### src/rtl/led_ctrl_pkg.sv
`default_nettype none
// ============================================================================
//  Module      : led_ctrl_pkg
//  Description : Shared encodings and reload patterns for the LED sequencer.
//  Revision    : 1.0 - initial release
// ============================================================================
package led_ctrl_pkg;

    // Display mode, advanced by the mode key in this order
    typedef enum logic [1:0] {
        MODE_LEFT     = 2'd0,
        MODE_RIGHT    = 2'd1,
        MODE_PINGPONG = 2'd2,
        MODE_BLINK    = 2'd3
    } mode_e;

    // Ping-pong travel direction
    typedef enum logic {
        DIR_UP   = 1'b0,
        DIR_DOWN = 1'b1
    } dir_e;

    // Internal pattern uses 1 = LED lit
    localparam logic [3:0] RELOAD_LEFT     = 4'b0001;
    localparam logic [3:0] RELOAD_RIGHT    = 4'b1000;
    localparam logic [3:0] RELOAD_PINGPONG = 4'b0001;
    localparam logic [3:0] RELOAD_BLINK    = 4'b1111;

    // Ping-pong turnaround points
    localparam logic [3:0] PAT_END_LO      = 4'b0001;
    localparam logic [3:0] PAT_END_HI      = 4'b1000;

    // Board LEDs light when the pin is driven low
    localparam logic       LED_ON_LEVEL    = 1'b0;

    // Pattern loaded when a mode is entered or a corrupt pattern is found
    function automatic logic [3:0] reload_pattern(input mode_e m);
        logic [3:0] p;
        case (m)
            MODE_LEFT:     p = RELOAD_LEFT;
            MODE_RIGHT:    p = RELOAD_RIGHT;
            MODE_PINGPONG: p = RELOAD_PINGPONG;
            MODE_BLINK:    p = RELOAD_BLINK;
            default:       p = RELOAD_LEFT;
        endcase
        return p;
    endfunction

    // True when the pattern can legitimately occur in the given mode
    function automatic logic pattern_legal(input mode_e m, input logic [3:0] p);
        logic ok;
        if (m == MODE_BLINK) begin
            ok = (p == 4'b1111) || (p == 4'b0000);
        end else begin
            ok = $onehot(p);
        end
        return ok;
    endfunction

endpackage
`default_nettype wire

### src/rtl/led_step_timer.sv
`default_nettype none
// ============================================================================
//  Module      : led_step_timer
//  Description : Speed register, pausable step counter and one-cycle step
//                pulse. The step limit is the base limit shifted right by the
//                speed setting, so each speed halves the step period.
//  Revision    : 1.0 - initial release
// ============================================================================
module led_step_timer
    import led_ctrl_pkg::*;
#(
    parameter int unsigned          CNT_W   = 25,
    parameter logic [CNT_W-1:0]     CNT_MAX = 25'd24_999_999
) (
    input  logic        sys_clk,
    input  logic        sys_rst_n,
    input  logic        clr_i,        // mode change: restart the period
    input  logic        key_speed_i,
    input  logic        key_pause_i,
    output logic [1:0]  speed_o,
    output logic        paused_o,
    output logic        step_o
);

    logic [1:0]       speed_q, speed_d;
    logic             paused_q, paused_d;
    logic [CNT_W-1:0] cnt_q, cnt_d;
    logic [CNT_W-1:0] w_lim;
    logic             w_at_lim;

    assign w_lim    = CNT_MAX >> speed_q;
    // >= rather than == so a corrupted count above the limit recovers at once
    assign w_at_lim = (cnt_q >= w_lim);

    // Next-state: key pulses first; a speed or mode pulse suppresses the wrap
    always_comb begin
        speed_d  = speed_q;
        paused_d = paused_q;
        cnt_d    = cnt_q;
        step_o   = 1'b0;

        if (key_speed_i) begin
            speed_d = speed_q + 2'd1;
        end
        if (key_pause_i) begin
            paused_d = ~paused_q;
        end

        if (clr_i || key_speed_i) begin
            cnt_d = '0;
        end else if (!paused_q) begin
            if (w_at_lim) begin
                cnt_d  = '0;
                step_o = 1'b1;
            end else begin
                cnt_d = cnt_q + CNT_W'(1);
            end
        end
    end

    // State registers with asynchronous active-low reset
    always_ff @(posedge sys_clk or negedge sys_rst_n) begin
        if (!sys_rst_n) begin
            speed_q  <= 2'd0;
            paused_q <= 1'b0;
            cnt_q    <= '0;
        end else begin
            speed_q  <= speed_d;
            paused_q <= paused_d;
            cnt_q    <= cnt_d;
        end
    end

    assign speed_o  = speed_q;
    assign paused_o = paused_q;

endmodule
`default_nettype wire

### src/rtl/led_pattern_ctrl.sv
`default_nettype none
// ============================================================================
//  Module      : led_pattern_ctrl
//  Description : Four-LED pattern sequencer with key-selected mode, speed and
//                pause. Drives the active-low LED pins directly.
//  Revision    : 1.0 - initial release
// ============================================================================
module led_pattern_ctrl
    import led_ctrl_pkg::*;
#(
    parameter int unsigned          CNT_W   = 25,
    parameter logic [CNT_W-1:0]     CNT_MAX = 25'd24_999_999
) (
    input  logic        sys_clk,
    input  logic        sys_rst_n,
    input  logic        key_mode,
    input  logic        key_speed,
    input  logic        key_pause,
    output logic [3:0]  led_out,
    output logic [1:0]  mode,
    output logic [1:0]  speed,
    output logic        paused
);

    mode_e      mode_q, mode_d;
    dir_e       dir_q, dir_d;
    logic [3:0] pattern_q, pattern_d;
    logic       w_step;

    led_step_timer #(
        .CNT_W   (CNT_W),
        .CNT_MAX (CNT_MAX)
    ) u_step_timer (
        .sys_clk     (sys_clk),
        .sys_rst_n   (sys_rst_n),
        .clr_i       (key_mode),
        .key_speed_i (key_speed),
        .key_pause_i (key_pause),
        .speed_o     (speed),
        .paused_o    (paused),
        .step_o      (w_step)
    );

    // Mode FSM and pattern next-state; a mode pulse wins over any step
    always_comb begin
        mode_d    = mode_q;
        dir_d     = dir_q;
        pattern_d = pattern_q;

        if (key_mode) begin
            mode_d    = mode_e'(mode_q + 2'd1);
            pattern_d = reload_pattern(mode_e'(mode_q + 2'd1));
            dir_d     = DIR_UP;
        end else if (w_step) begin
            if (!pattern_legal(mode_q, pattern_q)) begin
                pattern_d = reload_pattern(mode_q);
                dir_d     = DIR_UP;
            end else begin
                case (mode_q)
                    MODE_LEFT:  pattern_d = {pattern_q[2:0], pattern_q[3]};
                    MODE_RIGHT: pattern_d = {pattern_q[0], pattern_q[3:1]};
                    MODE_PINGPONG: begin
                        // Turn around on the end LED so it shows for one period only
                        if (pattern_q == PAT_END_HI) begin
                            dir_d     = DIR_DOWN;
                            pattern_d = pattern_q >> 1;
                        end else if (pattern_q == PAT_END_LO) begin
                            dir_d     = DIR_UP;
                            pattern_d = pattern_q << 1;
                        end else if (dir_q == DIR_UP) begin
                            pattern_d = pattern_q << 1;
                        end else begin
                            pattern_d = pattern_q >> 1;
                        end
                    end
                    MODE_BLINK: pattern_d = ~pattern_q;
                    default:    pattern_d = reload_pattern(mode_q);
                endcase
            end
        end
    end

    // Mode, direction and pattern registers with asynchronous reset
    always_ff @(posedge sys_clk or negedge sys_rst_n) begin
        if (!sys_rst_n) begin
            mode_q    <= MODE_LEFT;
            dir_q     <= DIR_UP;
            pattern_q <= RELOAD_LEFT;
        end else begin
            mode_q    <= mode_d;
            dir_q     <= dir_d;
            pattern_q <= pattern_d;
        end
    end

    // Invert only when the LEDs are lit by a low level
    assign led_out = pattern_q ^ {4{~LED_ON_LEVEL}};
    assign mode    = mode_q;

endmodule
`default_nettype wire

### config.mk
export PLATFORM = sky130hd
export DESIGN_NAME = led_pattern_ctrl
export DESIGN_NICKNAME = d
export VERILOG_FILES = /design/src/rtl/led_ctrl_pkg.sv /design/src/rtl/led_step_timer.sv /design/src/rtl/led_pattern_ctrl.sv
export SDC_FILE = /design/constraint.sdc
export NUM_CORES = 1
export LEC_CHECK = 0
export CAP_MARGIN = 20
export CORE_MARGIN = 2
export CORE_UTILIZATION = 40
export CTS_CLUSTER_DIAMETER = 40
export DETAILED_ROUTE_END_ITERATION = 7
export GPL_TIMING_DRIVEN = 0
export PLACE_DENSITY_LB_ADDON = 0.2
export RECOVER_POWER = 100
export SETUP_SLACK_MARGIN = 0.3
export SKIP_LAST_GASP = 1
export SLEW_MARGIN = 20
export SYNTH_ARGS = -nofsm -noshare
export SYNTH_HDL_FRONTEND = slang
export SYNTH_HIERARCHICAL = 1
export SYNTH_SLANG_ARGS = --single-unit
export TNS_END_PERCENT = 10
### constraint.sdc
create_clock -name sys_clk -period 3.65 [get_ports sys_clk]
set_input_delay 0.365 -clock sys_clk [delete_from_list [all_inputs] [get_ports sys_clk]]
set_output_delay 0.365 -clock sys_clk [all_outputs]
set_load 0.01 [all_outputs]
======== Word-level counts from Yosys, hierarchy flattened ========
Index checks and enable logic that the tools add are counted.
storage, ports and cells
  register bits after elaboration ......... 35
  logic and storage cells ................. 62
cells by class
  add/subtract/negate cells ............... 6
  order comparisons ....................... 1
  equality and inequality tests ........... 13
  shift operators ......................... 1
  mux-type cells .......................... 24
  bitwise gates (word level) .............. 2
  reductions and logical operators ........ 9
operators with widths
  operator                                                                 count
  25-bit 2-to-1 mux                                                        3
  25-bit by 1-bit adder with 25-bit output, second input constant          1
  25-bit >= comparator                                                     1
  25-bit by 2-bit right shift with 25-bit output, first input constant     1
  4-bit 2-to-1 mux                                                         6
  4-bit one-hot mux with 3 select lines                                    2
  4-bit one-hot mux with 4 select lines                                    1
  1-bit 2-to-1 mux                                                         12
  2-bit equality test, second input constant                               4
  4-bit equality test, second input constant                               2
  1-bit by 1-bit adder with 2-bit output                                   2
  2-bit by 1-bit adder with 2-bit output, second input constant            2
  2-bit by 1-bit equality test with 1-bit output, second input constant    2
  4-bit by 1-bit equality test with 1-bit output, second input constant    1
  2-bit logical NOT                                                        2
  4-bit logical NOT                                                        1
  4-bit by 2-bit inequality test with 1-bit output, second input constant  1
  4-bit NOT                                                                1
  2-bit OR reduction                                                       2
  2-bit by 2-bit adder with 3-bit output                                   1
  3-bit by 1-bit equality test with 1-bit output, second input constant    1
  3-bit by 2-bit inequality test with 1-bit output, second input constant  1
  3-bit AND reduction                                                      1
  1-bit logical OR                                                         2
  other kinds (3)                                                          3

======== Longest topological paths before layout ========
Gate-level depths: netlist of run 1.
  depth in word-level cells ............... 10
  depth in mapped cells ................... 15

======== Cells and area by module ========
Netlist of run 1, hierarchy kept.
by module, submodules not included
  module            instances  cells each  area an instance (um2)  sequential area each (um2)
  led_step_timer    1          246         2,108.3                 700.7
  led_pattern_ctrl  1          92          772.0                   176.4

======== Worst setup path before layout of run 1 ========
No wires, ideal clock.
  kind .................................... reg-to-reg
  from .................................... reg u_step_timer.speed_q[0], in the netlist u_step_timer/speed_o[0]
  to ...................................... reg pattern_q[0]
  arrival ................................. 3.092 ns
  path slack .............................. 0.486 ns
  stages on the path, launching flop included .. 15
  buffers on the path ..................... 2
  period minus slack after synthesis ...... 3.164 ns
  cells stage by stage .................... dfrtp_1 inv_1 ha_1 inv_1 ha_1 nand4bb_1 nor3_1 o2111ai_1 a311o_1 buf_6 buf_2 a21oi_1 inv_1 o41a_1 o21ai_1
between the ends
  word-level cells in the longest chain between the ends .. 6
RTL lines
  item                                            RTL line                text
  start: declaration                              led_step_timer.sv:25    logic [1:0] speed_q, speed_d;
  start signal: assignment                        led_step_timer.sv:68    speed_q <= speed_d;
  25-bit by 2-bit right shift with 25-bit output  led_step_timer.sv:31    assign w_lim = CNT_MAX >> speed_q;
  25-bit >= comparator                            led_step_timer.sv:33    assign w_at_lim = (cnt_q >= w_lim);
  1-bit 2-to-1 mux                                led_step_timer.sv:52    if (w_at_lim) begin
  1-bit 2-to-1 mux                                led_step_timer.sv:51    end else if (!paused_q) begin
  1-bit 2-to-1 mux                                led_step_timer.sv:49    if (clr_i || key_speed_i) begin
  named net w_step                                led_pattern_ctrl.sv:28  logic w_step;
  2-bit nonzero test (no line)                    --
  end signal: assignment                          led_pattern_ctrl.sv:92  pattern_q <= pattern_d;
  end: declaration                                led_pattern_ctrl.sv:27  logic [3:0] pattern_q, pattern_d;
The timed path passes the listed nets, and every way through them passes these cells.
A chain may end at the register's enable or synchronous reset.

======== Worst setup path in the final report of run 1 ========
Same ends and word-level chain as after synthesis.

==> flow_summary_export.csv, run 1 <==
group,metric,value,unit
drt,ant_nets,0,
status,outcome,"finished, final reports clean",
clock_tree,clock_latency,0.30,ns
synth,syn-num-nets,375,
synth,ys_ff_latch,35,
drt,wl_per_cell,16.91,µm
setup_path,arrival,3.51,ns
global_routing,antenna_found_initial,0,
clock_tree,clockBufferDepth,2,
sta,setup_slack,0.3608,ns
sta,rsz0062_at_grt,"false",
clock_tree,cts.sinks,35,
global_routing,grt_pass1_vias,2704,
synth,synthTopCellsByArea,"dfrtp_1 (30%), ha_1 (13%), nand2_1 (5.1%), nand3_1 (3.8%), nand4_1 (2.8%)",
clock_tree,cts_tree,"done",
synth,yosysWarnings,6,
sta,slew_violations,0,
sta,hold_viol,0,
setup_path,reg2reg_from,"u_step_timer/speed_o[0]$_DFFE_PN0P_",
drt,drtPass1Iterations,4,
pwr,power,1.923,mW
finish,drive_gt1_frac,0.1175,
setup_path,cp_max_fo,10,
finish,area_growth,15.73,%
drt,drc,0,
placement,hpwl,5.713,mm
setup_path,critPathCaptureType,"flop",
global_routing,grt_pass1_wl,13.07,mm
pwr,powerDensity,577.0,mW/mm²
finish,antennaDiodeCount,0,
die,fp.dieH,88.86,µm
clock_tree,cts.clk_slew.worst_paths,0.08,ns
drt,vias,2714,
drt,drtIter0Drc,166,
synth,synthAdderAreaFrac,0.1486,
die,dieArea,0.007895,mm²
synth,synth_flop_cell,"dfrtp_1",
global_routing,track_usage,0.2127,
drt,drt_wl_total,7.813,mm
placement,port_buffers,13,
die,io_pins,14,
synth,synth_area_per_cell,8.521,µm²
synth,synth.most_common_cell,"nand2_1",
flow_run,max_cap_viol_count,0,
synth,yosysTopAreaCell,"dfrtp_1",
synth,synthCells,338,
synth,ys_seq_area_frac,0.3045,
sta,timing.hold.ws,0.1809,ns
sta,timing.fmax,0.3040,GHz
sta,slew_headroom,0.2561,
sta,post-route-min-period,3.289,ns
pwr,peakVddDrop,326.3,µV
finish,multi_input_area,0.001883,mm²
setup_path,crit_start,"u_step_timer/speed_o[0]$_DFFE_PN0P_",
synth,synth_cell_types,62,
placement,gp_congestion,0.8559,
sta,finClkSkew,0.01161,ns
synth,synth_edf_count,0,
synth,synth_simple_gate_area_share,0.2546,
clock_tree,root_buffer,"clkbuf_8",
sta,tightest_slew,1.116,ns
placement,place_ws,-0.2823,ns
setup_path,critPathRequiredTime,3.87,ns
sta,post-route-period-util,0.9012,
synth,synth_compound_area_frac,0.2055,
synth,muxShareOfSynthArea,0.01390,
setup_path,crit_type,"reg -> reg",
clock_tree,h-tree-depth,2,
finish,final.fill_count,680,
clock_tree,cts-buffers-inserted,5,
die,start_util,0.4193,
pwr,power_leakage,1.351,nW
global_routing,grt_start_max_net_pins,19,
synth,syn_area,0.002880,mm²
die,rows,30,
finish,nets,402,
finish,fin_util,0.4852,
finish,seqCellArea,877.1,µm²
synth,synth_top_family_by_area,"simple AND/OR/NAND/NOR gates",
drt,avgViaCountPerCell,5.874,
sta,setup_viol,0,
synth,synth-async-reset-ratio,1.000,
synth,synth_top_area_frac,0.2954,
die,die_width,88.86,µm
synth,synth_xor_area_frac,0.01825,
synth,synthTopCellsByCount,"nand2_1 (39), dfrtp_1 (34), ha_1 (31)",
setup_path,critPathLaunchType,"flop",
global_routing,gr-total-overflow,0,
die,core_area,0.006869,mm²
min_path,hold_path_class,"in -> async",
## per-stage QoR
| step | std cells | cell area, µm² | TNS, ns |
|---|---|---|---|
| 2_1_floorplan | 338 | 2880 | 0 |
| 3_3_place_gp | 447 | 3131 | -0.8737 |
| 3_5_place_dp | 448 | 3153 | -1.252 |
| 4_1_cts | 459 | 3324 | 0 |
| 5_1_grt | 462 | 3333 | 0 |
| 6_report | 462 | 3333 | 0 |
## layout by cell type, fill, tap and decap left out, types with 4 or more instances in the layout
cell type	netlist	routed
nor4_1	4	4
nand4_1	13	13
dfrtp_1	34	34
xor2_1	4	4
and3_1	9	9
nor2_1	18	17
inv_1	17	14
clkbuf_8	0	6
o21ai_0	10	13
buf_4	0	5
a21oi_1	15	14
o311ai_0	0	7
dlygate4sd3_1	0	9
nand3_1	22	22
or3_1	5	5
o31ai_1	4	4
ha_1	31	30
clkbuf_1	7	13
nand2_1	39	39
mux2i_1	4	4
a31oi_1	8	8
o21ai_1	7	4
and4_1	4	4
nor3_1	6	5
o211ai_1	7	7
## cell families after synthesis
kind of cell             Yosys count
AND/OR/NAND/NOR                  138
multiplexers                       4
XOR/XNOR                           6
flip-flops                        35
AO/OA/AOI/OAI                     85
adder cells (fa/ha/maj)           34
buffers and inverters             36
## final cells by class
type | count | share of cell area
Multi-Input combinational cell | 267 | 0.5649
Sequential cell | 35 | 0.2631
Timing Repair Buffer | 20 | 0.05068
Tap cell | 96 | 0.03604
Buffer | 17 | 0.02703
Clock buffer | 6 | 0.02477
Inverter | 19 | 0.02290
Clock inverter | 2 | 0.01051
## flip-flops by register name, indices dropped and copies added (netlist names)
register / count
pattern_q: 4
u_step_timer/cnt_q: 25
mode: 2
u_step_timer/speed_o: 2
dir_q: 1
u_step_timer/paused_o: 1
## per-layer routing
layer  wire (µm)  track usage
met5           0            0
met4         140      0.06887
met3         321      0.02892
met2        3856       0.3697
met1        3494       0.2714
## what timing repair did
item,CTS,global route
pin swaps,1,5
hold buffers,0,0
gates resized for setup,9,12
setup buffers,3,3
setup endpoints to repair,5,5
## critical path: stages (launching register included)
cell,delay (ns)
dfrtp_1,0.47
ha_1,0.35
inv_1,0.08
ha_1,0.30
nand4bb_1,0.17
nor3_2,0.18
o2111ai_1,0.15
a311o_1,0.43
buf_6,0.17
buf_6,0.15
a21oi_4,0.15
buf_4,0.15
nor2_1,0.04
o21ai_0,0.18
o41a_1,0.17
o21ai_1,0.07
## where the power goes
part | switching [mW] | internal, mW | leakage [nW]
logic | 0.598 | 0.428 | 0.819
registers | 0.0787 | 0.442 | 0.470
clock network | 0.155 | 0.221 | 0.0612
## final timing paths
path	to	cells after the start	slack, ns
hold / removal	u_step_timer/cnt_q[12]$_DFFE_PN0P_	1	0.18
setup reg to reg	pattern_q[0]$_DFFE_PN1P_	15	0.36
setup / recovery	pattern_q[0]$_DFFE_PN1P_	15	0.36
max in group asynchronous	u_step_timer/cnt_q[3]$_DFFE_PN0P_	2	1.94
min in group sys_clk	u_step_timer/cnt_q[5]$_DFFE_PN0P_	1	0.56
hold reg to reg	u_step_timer/cnt_q[5]$_DFFE_PN0P_	1	0.56
Note: power is estimated with default switching activity, not from simulation.
==> inputs of run 2 (changes only) <==
CTS_CLUSTER_DIAMETER = 120   (was 40)
PLACE_DENSITY = 0.68   (was unset)
PLACE_DENSITY_LB_ADDON = unset   (was 0.2)
REMOVE_ABC_BUFFERS = 1   (was unset)
==> run 2 against run 1 <==
  * Worst setup slack improved by 0.056 ns
  * Fmax rose by 1.7%
  * Cell count fell by 3.7%
  * Clock power fell by 3%
  * Flip-flop and latch count did not move
  * Global-route usage fell by 0.64 points
  * Sequential share of layout area rose by 0.73 points
  * Combinational power fell by 8%
  * Hold slack improved by 0.35 ns
  * First-iteration DRC count rose by 30%
  * Clock skew rose by 0.0017 ns
  * Largest power group unchanged
  * Highest routed layer unchanged
==> flow_summary_export.csv, run 2 (synthesis gave the netlist of run 1 again) <==
group,metric,value,unit
global_routing,grt_pass1_vias,2597,
setup_path,critPathCaptureType,"flop",
min_path,hold_path_class,"reg -> reg",
die,rows,30,
flow_run,max_cap_viol_count,0,
die,die_width,88.86,µm
sta,setup_viol,0,
clock_tree,cts.clk_slew.worst_paths,0.08,ns
drt,met2_length,3.480,mm
min_path,min_from,"u_step_timer/cnt_q[5]$_DFFE_PN0P_",
drt,avgViaCountPerCell,5.937,
finish,nets,385,
setup_path,crit_type,"reg -> reg",
placement,placed_cell_area,0.003068,mm²
finish,antennaDiodeCount,0,
global_routing,antenna_found_initial,0,
global_routing,grt_start_max_net_pins,26,
finish,seqCellArea,877.1,µm²
sta,slew_violations,0,
placement,place_ws,-0.4681,ns
drt,top_layer,"met4",
clock_tree,clockBufferDepth,2,
die,io_pins,14,
finish,fin_util,0.4721,
sta,slew_headroom,0.05020,
setup_path,path_cells,"inv_1 -> ha_4 -> inv_1 -> ha_1 -> a21oi_1 -> o31ai_2 -> nor3_4 -> nand2_1 -> o311ai_0",
pwr,combPwrFrac,0.510,
global_routing,track_usage,0.2064,
clock_tree,cts_tree,"done",
pwr,power_leakage,1.299,nW
setup_path,arrival,3.42,ns
drt,drtIter0Drc,216,
finish,final_area,0.003243,mm²
die,fp.dieH,88.86,µm
finish,drive_gt1_frac,0.09742,
pwr,peakVddDrop,214.9,µV
setup_path,reg2reg_from,"u_step_timer/speed_o[1]$_DFFE_PN0P_",
drt,wl_met3,389,µm
sta,timing.fmax,0.3093,GHz
sta,tightest_slew,1.425,ns
die,dieArea,0.007895,mm²
drt,drc,0,
pwr,power.switching,0.8120,mW
finish,layout_commonest_cell,"nand2_1",
pwr,seq_power_share,0.294,
finish,top_regs,"u_step_timer/cnt_q: 25 flops, pattern_q: 4 flops",
setup_path,critPathRequiredTime,3.83,ns
clock_tree,cts-buffers-inserted,5,
sta,post-route-min-period,3.233,ns
pwr,powerDensity,572.0,mW/mm²
sta,finClkSkew,0.01334,ns
pwr,sw_frac_of_total,0.4377,
die,start_util,0.4193,
setup_path,slowest_delay,0.53,ns
finish,final.fill_count,691,
setup_path,critPathLaunchType,"flop",
setup_path,path_delay_family,"simple AND/OR/NAND/NOR gates",
sta,hold_viol,0,
pwr,pwr-share-clk,0.196,
placement,port_buffers,13,
status,outcome,"finished, final reports clean",
finish,area_growth,12.60,%
setup_path,cp_max_fo,13,
sta,setup_slack,0.4167,ns
placement,gp_congestion,0.8702,
clock_tree,h-tree-depth,2,
clock_tree,clock_latency,0.30,ns
drt,met1_length,3.490,mm
global_routing,grt_pass1_wl,12.59,mm
sta,rsz0062_at_grt,"true",
drt,drt_wl_total,7.486,mm
setup_path,crit_start,"u_step_timer/speed_o[1]$_DFFE_PN0P_",
finish,multi_input_area,0.001906,mm²
finish,largest_reg_flops,25,
setup_path,cp_common_cell,"inv_1",
pwr,cell_internal_pwr,1.043,mW
drt,drtPass1Iterations,4,
drt,vias,2642,
die,core_area,0.006869,mm²
finish,layoutNonFillerInstCount,445,
clock_tree,root_buffer,"clkbuf_8",
finish,largest_register,"u_step_timer/cnt_q",
clock_tree,cts.sinks,35,
placement,dp_cells,431,
setup_path,crit_buf_inv,2,
placement,hpwl,4.963,mm
sta,post-route-period-util,0.8858,
finish,mostFrequentLayoutCells,"nand2_1 (39), dfrtp_1 (34), ha_1 (30), nand3_1 (22), inv_1 (17)",
drt,wl_per_cell,16.82,µm
global_routing,gr-total-overflow,0,
setup_path,slowest_stage,"nor3_4",
drt,ant_nets,0,
==> run 2: cell types whose count changed in the layout (fill, tap and decap cells not counted), moves of 3 or more <==
cell,delta
o311ai_0,-3
o311ai_1,+3
inv_1,+3
clkbuf_1,-10
buf_4,-4
buf_6,-3
==> run 2: worst paths after layout <==
| kind | end | slack, ns | depth (start not counted) |
|---|---|---|---|
| min in group asynchronous | u_step_timer/cnt_q[23]$_DFFE_PN0P_ | 0.57 | 2 |
| setup / recovery | u_step_timer/cnt_q[8]$_DFFE_PN0P_ | 0.42 | 9 |
| setup reg to reg | u_step_timer/cnt_q[8]$_DFFE_PN0P_ | 0.42 | 9 |
| max in group asynchronous | mode[0]$_DFFE_PN0P_ | 1.35 | 3 |
| hold / removal | u_step_timer/cnt_q[5]$_DFFE_PN0P_ | 0.53 | 1 |
| hold reg to reg | u_step_timer/cnt_q[5]$_DFFE_PN0P_ | 0.53 | 1 |
==> run 2: worst reg2reg max path, cell delays in order (launching register included) <==
cell and delay, ns:
dfrtp_1 0.47, inv_1 0.21, ha_4 0.20, inv_1 0.11, ha_1 0.32, a21oi_1 0.20, o31ai_2 0.16, nor3_4 0.53
nand2_1 0.47, o311ai_0 0.45
==> run 2: repair_timing <==
item / 4_1_cts / 5_1_grt
endpoints found under the hold margin: 10 / 0
setup endpoints to repair: 26 / 18
pin swaps: 2 / 0
buffers inserted: 3 / 0
cloned: 2 / 0
hold buffers: 1 / 0
gates resized for setup: 4 / 7
==> run 2: routing by layer <==
metal | vias up | GRT usage
li1 | 1290 | -
met3 | 16 | 0.04478
met1 | 1260 | 0.2818
met5 | - | 0
met4 | 0 | 0.08402
met2 | 76 | 0.3168
==> run 2: area by class of cell <==
type / instances / area share
Clock buffer: 5 / 0.02122
Sequential cell: 35 / 0.2704
Timing Repair Buffer: 18 / 0.04823
Inverter: 19 / 0.02199
Clock inverter: 3 / 0.01350
Multi-Input combinational cell: 269 / 0.5876
Tap cell: 96 / 0.03704
==> run 2: through the flow <==
step                      setup TNS [ns]  power, mW  hold slack (ns)
final                                  0      1.855           0.5335
after floorplan                        0      1.181          0.06941
after CTS                              0      1.866           0.4736
after global placement            -6.012      1.462           0.5288
after global routing                   0      2.008           0.5678
after detailed placement          -6.767      1.488           0.2713
==> run 2: power groups by stage <==
stage          Sequential [mW]  Clock, mW  Combinational [mW]
6_report                 0.546      0.364               0.945
5_1_grt                  0.558      0.388                1.06
4_1_cts                  0.547      0.372               0.948
3_5_place_dp             0.554          0               0.934
3_3_place_gp             0.553          0               0.909
2_1_floorplan            0.538          0               0.643
